$ cat src/rtl/des_fp_tx.sv
// des_fp_tx: output end of the DES datapath.
// Takes the round-16 block {L16,R16}, optionally swaps the halves to {R16,L16}, and applies the
// final permutation FP = IP^-1. The permuted block is streamed out in OUT_W-bit beats from a
// shift register backed by a hold register, so blocks can follow each other without bubbles.
//
// Ports:
//   i_Clk    clock, all state on the rising edge
//   i_Rst    synchronous reset, active-high
//   i_Valid  i_Data carries a round-16 block
//   o_Ready  block accepted on the edge where i_Valid & o_Ready (low only while HOLD is full)
//   i_Data   {L16[63:32], R16[31:0]}
//   o_Valid  o_Data carries a valid beat
//   i_Ready  downstream takes the beat on the edge where o_Valid & i_Ready
//   o_Data   current beat, zero while o_Valid is low
//   o_Last   current beat is the final beat of its block
//   o_Busy   shift or hold register occupied
module des_fp_tx #(
  parameter int unsigned OUT_W   = 8,  // 8, 16, 32 or 64
  parameter int unsigned SWAP_EN = 1,  // 1: swap halves before FP
  parameter int unsigned MSB_1ST = 1   // 1: first beat is the top OUT_W bits
) (
  input  logic             i_Clk,
  input  logic             i_Rst,
  input  logic             i_Valid,
  output logic             o_Ready,
  input  logic [63:0]      i_Data,
  output logic             o_Valid,
  input  logic             i_Ready,
  output logic [OUT_W-1:0] o_Data,
  output logic             o_Last,
  output logic             o_Busy
);

  localparam int unsigned BEATS = 64 / OUT_W;
  localparam int unsigned CNT_W = (BEATS > 1) ? $clog2(BEATS) : 1;
  localparam logic [CNT_W-1:0] LAST_CNT = CNT_W'(BEATS - 1);

  // StIdle: both empty; StSend: shift full, hold empty; StStall: both full.
  typedef enum logic [1:0] {StIdle, StSend, StStall} state_e;

  state_e           state_q, state_d;
  logic [63:0]      shift_q, shift_d;
  logic [63:0]      hold_q, hold_d;
  logic [CNT_W-1:0] cnt_q, cnt_d;

  // FP in DES 1-indexed terms: output bit k takes pre-output bit FPtab[k], with DES bit n living
  // at vector bit 64-n. The table is regular: in row r, column c (both 0-based) the source is
  // 40+4c-r for even c and 4c+4-r for odd c.
  function automatic logic [63:0] final_perm(input logic [63:0] p);
    logic [63:0] o;
    int unsigned r, c, src;
    o = '0;
    for (int unsigned k = 0; k < 64; k++) begin
      r   = k / 8;
      c   = k % 8;
      src = ((c % 2) == 0) ? (40 + 4 * c - r) : (4 * c + 4 - r);
      o[6'(63 - k)] = p[6'(64 - src)];
    end
    return o;
  endfunction

  logic [63:0] pre_fp;
  logic [63:0] perm;
  logic [63:0] shifted;
  logic        accept;
  logic        beat_hs;
  logic        last_hs;

  assign pre_fp  = (SWAP_EN != 0) ? {i_Data[31:0], i_Data[63:32]} : i_Data;
  assign perm    = final_perm(pre_fp);
  // Move the next beat to whichever end the output taps.
  assign shifted = (MSB_1ST != 0) ? (shift_q << OUT_W) : (shift_q >> OUT_W);

  assign o_Valid = (state_q != StIdle);
  assign o_Ready = (state_q != StStall);
  assign o_Busy  = (state_q != StIdle);
  assign o_Last  = o_Valid & (cnt_q == LAST_CNT);
  assign o_Data  = !o_Valid ? '0 :
                   (MSB_1ST != 0) ? shift_q[63 -: OUT_W] : shift_q[OUT_W-1:0];

  assign accept  = i_Valid & o_Ready;
  assign beat_hs = o_Valid & i_Ready;
  assign last_hs = beat_hs & o_Last;

  always_comb begin
    state_d = state_q;
    shift_d = shift_q;
    hold_d  = hold_q;
    cnt_d   = cnt_q;
    case (state_q)
      StIdle: begin
        if (accept) begin
          shift_d = perm;
          cnt_d   = '0;
          state_d = StSend;
        end
      end
      StSend: begin
        if (last_hs) begin
          // Shift drains this edge; a new block goes straight into it.
          cnt_d = '0;
          if (accept) begin
            shift_d = perm;
          end else begin
            shift_d = '0;
            state_d = StIdle;
          end
        end else begin
          if (beat_hs) begin
            shift_d = shifted;
            cnt_d   = cnt_q + 1'b1;
          end
          if (accept) begin
            hold_d  = perm;
            state_d = StStall;
          end
        end
      end
      StStall: begin
        // o_Ready is low here, so no accept can coincide with the hold-to-shift move.
        if (last_hs) begin
          shift_d = hold_q;
          hold_d  = '0;
          cnt_d   = '0;
          state_d = StSend;
        end else if (beat_hs) begin
          shift_d = shifted;
          cnt_d   = cnt_q + 1'b1;
        end
      end
      default: begin
        state_d = StIdle;
        shift_d = '0;
        hold_d  = '0;
        cnt_d   = '0;
      end
    endcase
  end

  always_ff @(posedge i_Clk) begin
    if (i_Rst) begin
      state_q <= StIdle;
      shift_q <= '0;
      hold_q  <= '0;
      cnt_q   <= '0;
    end else begin
      state_q <= state_d;
      shift_q <= shift_d;
      hold_q  <= hold_d;
      cnt_q   <= cnt_d;
    end
  end

endmodule
$ cat config.mk
export PLATFORM = sky130hd
export DESIGN_NAME = des_fp_tx
export DESIGN_NICKNAME = d
export VERILOG_FILES = /design/src/rtl/des_fp_tx.sv
export SDC_FILE = /design/constraint.sdc
export NUM_CORES = 1
export LEC_CHECK = 0
export ABC_AREA = 1
export CORE_ASPECT_RATIO = 0.9
export CORE_MARGIN = 2
export CORE_UTILIZATION = 53
export DETAILED_ROUTE_END_ITERATION = 10
export GPL_TIMING_DRIVEN = 0
export PLACE_DENSITY = 0.88
export RECOVER_POWER = 50
export SYNTH_ARGS = -nofsm -noshare
export SYNTH_HDL_FRONTEND = slang
export SYNTH_SLANG_ARGS = --single-unit
$ cat constraint.sdc
create_clock -name i_Clk -period 1.8 [get_ports i_Clk]
set_input_delay 0.36 -clock i_Clk [delete_from_list [all_inputs] [get_ports i_Clk]]
set_output_delay 0.36 -clock i_Clk [all_outputs]
set_load 0.02 [all_outputs]
# Word-level counts from Yosys, hierarchy flattened
# Index checks and enable logic that the tools add are counted.
# classes
div	0
n_mux	20
reduce_logical	6
n_shift	0
bitwise_logic	5
addsub	1
multipliers	0
eq_ne	11
n_lt_le_gt_ge	0
# op_table
op	count
64-bit 2-to-1 mux	7
64-bit one-hot mux with 3 select lines	2
2-bit 2-to-1 mux	5
2-bit inequality test (second input constant)	5
3-bit 2-to-1 mux	3
8-bit 2-to-1 mux	1
4-bit AND reduction	2
3-bit inequality test (second input constant)	2
2-bit one-hot mux with 3 select lines	1
3-bit one-hot mux with 2 select lines	1
1-bit AND	4
3-bit by 1-bit adder with 3-bit output (second input constant)	1
3-bit equality test (second input constant)	1
3-bit by 1-bit inequality test with 1-bit output (second input constant)	1
2-bit by 1-bit equality test with 1-bit output (second input constant)	1
2-bit equality test (second input constant)	1
2-bit zero test	1
2-bit AND reduction	1
2-bit nonzero test	1
2-bit OR reduction	1
1-bit NOT	1
# word_totals
latch_bits	0
in_bits	68
out_inout_bits	12
register_bits	133
rom_bits	0
n_memories	0
ramBits	0
elab_cells	47

# Depth between registers and ports, before layout
# Gate-level depths: netlist of the first run.
# logic_depth
depth_word	5
mapped_depth	12
depth_no_buf	11

# Least setup slack after synthesis of the first run
# No wires, ideal clock.
# synth_path
path_kind	reg2out
from	register state_q[0]
to	output o_Last
t_arrival_ps	1391
slack_ps	49
t_required_ps	1440
path_stages_with_launch	7
path_buffers	1
cell_sequence	dfxtp_1 -> inv_1 -> ha_1 -> inv_2 -> clkbuf_1 -> nand2_1 -> inv_1
# synth_via
elab_chain_cells	2
# synth_lines
item	line_no	rtl
start, declared	41	state_e state_q, state_d;
start signal, assigned	142	state_q <= StIdle;
start signal, assigned	147	state_q <= state_d;
2-bit nonzero test	--	
named net o_Busy	31	output logic o_Busy
1-bit AND	77	assign o_Last = o_Valid & (cnt_q == LAST_CNT);
end, declared	30	output logic o_Last,
# The timed path passes the listed nets, and every way through them passes these cells.

# Worst setup path in the final report of the first run
# layout_path
from	register state_q[0]
to	register hold_q[17]
# layout_via
elab_chain_cells	5
word_cells_on_any_way	15
classes_between	6 x eq/ne; 1 x mux; 5 x bitwise; 3 x reduce/logical
# layout_lines
item	line_no	rtl
2-bit nonzero test	74	assign o_Valid = (state_q != StIdle);
1-bit AND, on equally long branches	82, 77	
1-bit AND	83	assign last_hs = beat_hs & o_Last;
2-bit inequality test (no source line)	--	
4-bit AND reduction (no source line)	--	
end signal, assigned	149	hold_q <= hold_d;
end, declared	43	logic [63:0] hold_q, hold_d;
# Parallel ways exist; a longest one is shown, timed or not.
# A chain may end at the register's enable or synchronous reset.

==> metrics.csv, run 1 <==
stage,metric,value,unit
route,drc,0,
critical_path,start_kind,flip-flop,
die,die_h,122,µm
route,drt-wirelength-per-cell,16.3,µm
layout,layout-drive-gt1-share,14.8,%
cts,cts_tree,done,
outcome,status,"complete, but fails checks",
yosys,ys_seq_elements,133,
place,post-dp-hpwl,18100,µm
timing,period_minus_slack,1.90,ns
pwr,p_total,19.0,mW
yosys,yosysSeqAreaShare,32.4,%
critical_path,setup.worst_path.end_class,flip-flop,
die,rows,43,
layout,seqCellArea,2670,µm²
timing,fin_skew,0.0114,ns
layout,fill_cells,1250,
pwr,leakage,4.75,nW
grt,grt_pass1_vias,8769,
layout,num_antenna_cells,0,
yosys,synth_area,8230,µm²
min_path,min_path_type,flip-flop to flip-flop,
die,io_pins,80,
yosys,synth_area_leaders,"dfxtp_1 32%, nand2_1 25%, nand3_1 9.2%",
timing,final_max_slew_viol_count,0,
yosys,synth_edf_count,0,
critical_path,cp.required,2.12,ns
die,die-area,16500,µm²
cts,cts_hold_buf,0,
place,gp_congestion,0.931,
yosys,synthCells,1430,
timing,max_slew_margin,57.6,%
outcome,failed_checks,setup timing,
timing,rsz0062_at_grt,yes,
place,io_buffers,79,
place,placed_area,9270,µm²
layout,nets,1619,
grt,grt.total_usage,33.2,%
grt,grt_pass1_wl,43400,µm
layout,layout-area-overhead-vs-synth,29.7,%
critical_path,critical_path_class,flip-flop to flip-flop,
cts,numCtsBuffers,17,
yosys,yosys_most_used_dff,dfxtp_1,
die,core-area,15300,µm²
grt,grt_max_degree,20,
layout,multiInputGateArea,4940,µm²
cts,cts_buffer_depth,2,
route,vias,10200,
yosys,synthDistinctLibCells,19,
cts,clk_pin_slew,0.06,ns
timing,fin_ws,-0.100,ns
pwr,irDropWorstVdd,994,µV
timing,worstMarginPinSlew,0.636,ns
flow_run,maxCapViolCount,0,
route,postRouteAntennaNets,0,
route,first_pass_iters,7,
yosys,async_reset_ff_share,0,%
critical_path,cp.arrival,2.22,ns
route,viasPerCell,5.78,
timing,hold_viol,0,
grt,overflow,0,
pwr,powerDensity,1780,nW/µm²
yosys,syn_area_per_cell,5.76,µm²
yosys,yosys_warnings,0,
cts,clock-sinks,133,
grt,antenna_found_initial,0,
timing,min_period_over_period,106,%
yosys,synth_top_cell_area_share,32.4,%
die,die_x,135,µm
critical_path,worstPathMaxFanout,8,
cts,clkLatencyLatePin,0.44,ns
cts,h-tree-depth,4,
layout,design_area,10700,µm²
die,start_util,53.9,%
timing,fmax,0.526,GHz
yosys,syn-num-nets,1506,
yosys,synthMostInstantiatedCell,nand2_1,
timing,setup_viol,65,
route,drt-total-wl,28700,µm
yosys,yosysTopAreaCell,dfxtp_1,
cts,cts_root_buffer,clkbuf_16,
route,drt_iter0_markers,1421,
yosys,netlist_top_cells_count,"551 x nand2_1, 152 x nand3_1, 133 x dfxtp_1",
## cells by family after synthesis
family	count (synthesis)	synth area share [%]
compound gates	260	15.8
simple gates	800	39.3
buf+inv	229	11.3
fa+ha+maj	8	1.22
flops	133	32.4
## per-stage QoR
step / hold slack (ns) / cells / setup TNS [ns] / setup WS [ns] / utilization [%]
after global routing: 0.471 / 1758 / -10.83 / -0.222 / 69.9
after global placement: 0.440 / 1711 / -69.78 / -0.641 / 60.7
final: 0.452 / 1758 / -2.04 / -0.100 / 69.9
after CTS: 0.454 / 1753 / -0.216 / -0.0840 / 67.4
after detailed placement: 0.445 / 1711 / -73.86 / -0.615 / 60.7
after floorplan: 0.425 / 1430 / 0 / 0.0491 / -
## power by group
group / switching (mW) / internal [mW]
registers: 0.736 / 4.12
clock network: 1.38 / 2.06
logic: 6.74 / 3.94
total: 8.85 / 10.1
## final cells by class
cell class                 count  area share [%]
timing repair inverter         1          0.0703
multi-input combinational   1068            46.2
sequential                   133            25.0
inverter                     124            4.50
clock buffer                  22            4.63
timing repair buffer          95            9.08
buffer                       103            7.34
tap                          202            2.37
clock inverter                10           0.727
## cell usage in the layout, fill, tap and decap left out, types with 3 or more instances in the layout
| cell type | Yosys | routed |
|---|---|---|
| a21oi_1 | 131 | 127 |
| a21oi_2 | 0 | 4 |
| buf_12 | 0 | 4 |
| buf_2 | 50 | 15 |
| buf_4 | 2 | 35 |
| buf_6 | 0 | 24 |
| buf_8 | 0 | 6 |
| clkbuf_1 | 47 | 12 |
| clkbuf_16 | 0 | 18 |
| clkbuf_2 | 1 | 19 |
| clkbuf_4 | 0 | 13 |
| clkbuf_8 | 0 | 6 |
| clkdlybuf4s50_1 | 0 | 67 |
| clkinv_2 | 0 | 8 |
| dfxtp_1 | 133 | 129 |
| ha_2 | 0 | 3 |
| ha_4 | 0 | 3 |
| inv_1 | 120 | 117 |
| inv_4 | 0 | 4 |
| nand2_1 | 551 | 544 |
| nand2_2 | 0 | 5 |
| nand3_1 | 152 | 152 |
| nand4_1 | 9 | 9 |
| nor2_1 | 84 | 76 |
| nor2_2 | 2 | 4 |
| nor2_4 | 0 | 6 |
| o21ai_0 | 82 | 43 |
| o21ai_1 | 46 | 46 |
| o21ai_2 | 0 | 39 |
## path summary, 6_finish.rpt
path	startpoint	endpoint	slack (ns)	depth (start not counted)
worst max-delay path	state_q[0]$_SDFFE_PP0P_	hold_q[17]$_SDFFE_PP0P_	-0.10	10
worst min-delay path	hold_q[22]$_SDFFE_PP0P_	hold_q[22]$_SDFFE_PP0P_	0.45	2
worst max register to register	state_q[0]$_SDFFE_PP0P_	hold_q[17]$_SDFFE_PP0P_	-0.10	10
worst min register to register	hold_q[22]$_SDFFE_PP0P_	hold_q[22]$_SDFFE_PP0P_	0.45	2
## metal layers
metal / GRT usage [%] / up-vias / share of wire [%]
met3: 6.86 / 116 / 12
met1: 44.3 / 4562 / 39
met4: 14.5 / 0 / 3.9
met2: 52.3 / 705 / 45
li1: - / 4778 / -
met5: 0 / - / 0
## worst max-delay path: stages (launching register included)
cell and delay (ns):
dfxtp_4 0.37, inv_4 0.06, ha_2 0.21, inv_2 0.11, nand2_2 0.09, a21oi_2 0.18
nand3_4 0.21, buf_12 0.20, buf_16 0.13, o21ai_0 0.16, a21oi_1 0.07
## flip-flops by register name, indices dropped and copies added, names as in the netlist
signal,count
state_q,2
shift_q,64
hold_q,64
cnt_q,3
## what timing repair did
action | CTS | global route
gates cloned | 2 | 0
setup buffers | 10 | 5
endpoints found under the hold margin | 0 | 0
pin swaps | 8 | 18
gates resized for setup | 206 | 153
setup endpoints to repair | 143 | 145
Note: power is estimated with default switching activity, not from simulation.
==> inputs of run 2 (changes only) <==
--- a/config.mk
+++ b/config.mk
@@ -8,10 +8,11 @@
 export ABC_AREA = 1
 export CORE_ASPECT_RATIO = 0.9
 export CORE_MARGIN = 2
-export CORE_UTILIZATION = 53
+export CORE_UTILIZATION = 49
 export DETAILED_ROUTE_END_ITERATION = 10
+export GPL_ROUTABILITY_DRIVEN = 0
 export GPL_TIMING_DRIVEN = 0
-export PLACE_DENSITY = 0.88
+export PLACE_DENSITY = 0.83
 export RECOVER_POWER = 50
 export SYNTH_ARGS = -nofsm -noshare
 export SYNTH_HDL_FRONTEND = slang
==> run 2 against run 1 <==
The flow still finishes with violations (setup timing); die area up 7.9%; routed wire length up 13%; fmax down 4.7%; largest cell class unchanged; highest routed layer unchanged.
==> metrics.csv, run 2 (synthesis gave the netlist of run 1 again) <==
stage,metric,value,unit,change
pwr,p_total,21.4,mW,was 19.0 mW
layout,nets,1637,,"was 1,619"
cts,cts_buffer_depth,2,,unchanged
critical_path,start_kind,flip-flop,,unchanged
pwr,leakage,4.99,nW,was 4.75 nW
grt,antenna_found_initial,0,,unchanged
critical_path,cpMostUsedCell,nand2_1,,
pwr,sw_frac_of_total,46.3,%,was 46.7%
place,dp_cells,1716,,"was 1,711"
timing,final_max_slew_viol_count,0,,unchanged
die,start_util,50.5,%,was 53.9%
pwr,clkPwrFrac,17.9,%,was 18.1%
cts,numCtsBuffers,17,,unchanged
timing,whs,0.454,ns,was 0.452 ns
die,die-area,17900,µm²,"was 16,500 µm²"
timing,rsz0062_at_grt,yes,,unchanged
layout,layout-area-overhead-vs-synth,38.1,%,was 29.7%
layout,layout-drive-gt1-share,19.4,%,was 14.8%
pwr,switching_power,9.91,mW,was 8.85 mW
grt,overflow,0,,unchanged
cts,cts_tree,done,,unchanged
critical_path,critical_path_class,flip-flop to flip-flop,,unchanged
route,drt-wirelength-per-cell,18.2,µm,was 16.3 µm
pwr,intPower,11.5,mW,was 10.1 mW
place,io_buffers,79,,unchanged
critical_path,worstPathMaxFanout,10,,was 8
cts,cts_root_buffer,clkbuf_16,,unchanged
critical_path,path_cells,inv_6 -> ha_2 -> nor2_4 -> buf_4 -> buf_6 -> nand3_1 -> nand2_1 -> nand2_1 -> nand3_1 -> nand2_1 -> a21oi_1,,was inv_4 -> ha_2 -> inv_2 -> nand2_2 -> a21oi_2 -> nand3_4 -> buf_12 -> buf_16 -> o21ai_0 -> a21oi_1
route,viasPerCell,6.02,,was 5.78
layout,design_area,11400,µm²,"was 10,700 µm²"
die,die_x,141,µm,was 135 µm
outcome,failed_checks,setup timing,,unchanged
cts,h-tree-depth,4,,unchanged
layout,top_regs,"hold_q: 64 flops, shift_q: 64 flops, cnt_q: 3 flops",,unchanged
outcome,status,"complete, but fails checks",,unchanged
grt,grt.total_usage,31.0,%,was 33.2%
pwr,p_seq_share,23.0,%,was 25.6%
critical_path,crit_slowest_cell,dfxtp_4,,unchanged
route,drc,0,,unchanged
place,place_ws,-0.661,ns,was -0.615 ns
cts,clock-sinks,133,,unchanged
grt,grt_pass1_wl,44600,µm,"was 43,400 µm"
timing,max_slew_margin,55.6,%,was 57.6%
cts,clkLatencyLatePin,0.44,ns,about the same
grt,grt_pass1_vias,9030,,"was 8,769"
timing,worstMarginPinSlew,0.666,ns,was 0.636 ns
place,placed_area,9280,µm²,was 9270 µm²
timing,hold_viol,0,,unchanged
grt,grt_max_degree,17,,was 20
layout,fin_cells,1781,,"was 1,758"
critical_path,setup.worst_path.end_class,flip-flop,,unchanged
layout,final_util,69.7,%,was 69.9%
critical_path,max_stage_delay,0.38,ns,was 0.37 ns
place,post-dp-hpwl,18500,µm,"was 18,100 µm"
layout,layout_commonest_cell,nand2_1,,unchanged
route,drt_iter0_markers,1579,,"was 1,421"
cts,clk_pin_slew,0.06,ns,about the same
route,vias,10700,,was 10.2k
die,core-area,16300,µm²,"was 15,300 µm²"
timing,fmax,0.502,GHz,was 0.526 GHz
die,rows,44,,was 43
route,drt-total-wl,32500,µm,"was 28,700 µm"
min_path,min_path_type,flip-flop to flip-flop,,unchanged
timing,setup_viol,129,,was 65
critical_path,path_buf_inv,3,,was 4
die,io_pins,80,,unchanged
critical_path,cp.arrival,2.35,ns,was 2.22 ns
pwr,irDropWorstVdd,1100,µV,was 994 µV
critical_path,crit_family,simple AND/OR/NAND/NOR gates,,was buffers and inverters
pwr,powerDensity,1880,nW/µm²,was 1780 nW/µm²
pwr,power_frac_comb,59.1,%,was 56.3%
flow_run,maxCapViolCount,0,,unchanged
layout,num_antenna_cells,0,,unchanged
route,first_pass_iters,6,,was 7
timing,min_period_over_period,111,%,was 106%
route,postRouteAntennaNets,0,,unchanged
timing,fin_ws,-0.193,ns,was -0.100 ns
layout,final_cell_mix,"541 x nand2_1, 151 x nand3_1, 129 x dfxtp_1",,"was 544 x nand2_1, 152 x nand3_1, 129 x dfxtp_1"
critical_path,cp.required,2.16,ns,was 2.12 ns
timing,fin_setup_tns,-7.76,ns,was -2.04 ns
die,die_h,127,µm,was 122 µm
timing,fin_skew,0.0100,ns,was 0.0114 ns
timing,period_minus_slack,1.99,ns,was 1.90 ns
cts,cts_hold_buf,0,,unchanged
## run 2: power groups by stage
| stage | Clock, mW | Sequential (mW) | Combinational, mW |
|---|---|---|---|
| floorplan | 0 | 4.58 | 6.07 |
| global placement | 0 | 4.75 | 8.24 |
| detailed placement | 0 | 4.78 | 8.44 |
| CTS | 3.77 | 4.77 | 9.21 |
| global route | 3.94 | 5.00 | 13.5 |
| finish | 3.83 | 4.93 | 12.7 |
## run 2: area by class of cell
class                      count  area, µm²
buffer                       105        901
clock buffer                  24        522
clock inverter                 8        118
fill                        1264       4930
inverter                     124        498
multi-input combinational   1068       5190
sequential                   133       2670
tap                          207        259
timing repair buffer         111       1200
timing repair inverter         1       5.00
## run 2: final timing paths
| check | startpoint | to | slack, ns | depth (start not counted) |
|---|---|---|---|---|
| worst max-delay path | state_q[0]$_SDFFE_PP0P_ | shift_q[56]$_SDFFE_PP0N_ | -0.19 | 11 |
| worst min-delay path | hold_q[18]$_SDFFE_PP0P_ | hold_q[18]$_SDFFE_PP0P_ | 0.45 | 2 |
| worst max register to register | state_q[0]$_SDFFE_PP0P_ | shift_q[56]$_SDFFE_PP0N_ | -0.19 | 11 |
| worst min register to register | hold_q[18]$_SDFFE_PP0P_ | hold_q[18]$_SDFFE_PP0P_ | 0.45 | 2 |
## run 2: timing repair
item,CTS,global route
endpoints found under the setup margin,144,145
cloned,1,9
resized for setup,184,335
buffers inserted,7,16
pin swaps,6,38
## run 2: worst reg2reg max path, stage by stage, from the launching register on
cell	delay, ns
dfxtp_4	0.38
inv_6	0.06
ha_2	0.25
nor2_4	0.30
buf_4	0.17
buf_6	0.13
nand3_1	0.08
nand2_1	0.09
nand2_1	0.07
nand3_1	0.11
nand2_1	0.08
a21oi_1	0.18
## run 2: layer usage
| metal | routed length, µm | up-vias | track usage (%) | share of wire, % |
|---|---|---|---|---|
| met4 | 1980 | 0 | 14.3 | 6.1 |
| met1 | 12200 | 4817 | 41.2 | 38 |
| met3 | 4070 | 224 | 7.51 | 13 |
| met2 | 14200 | 863 | 47.6 | 44 |
| li1 | - | 4814 | - | - |
| met5 | 0 | - | 0 | 0 |
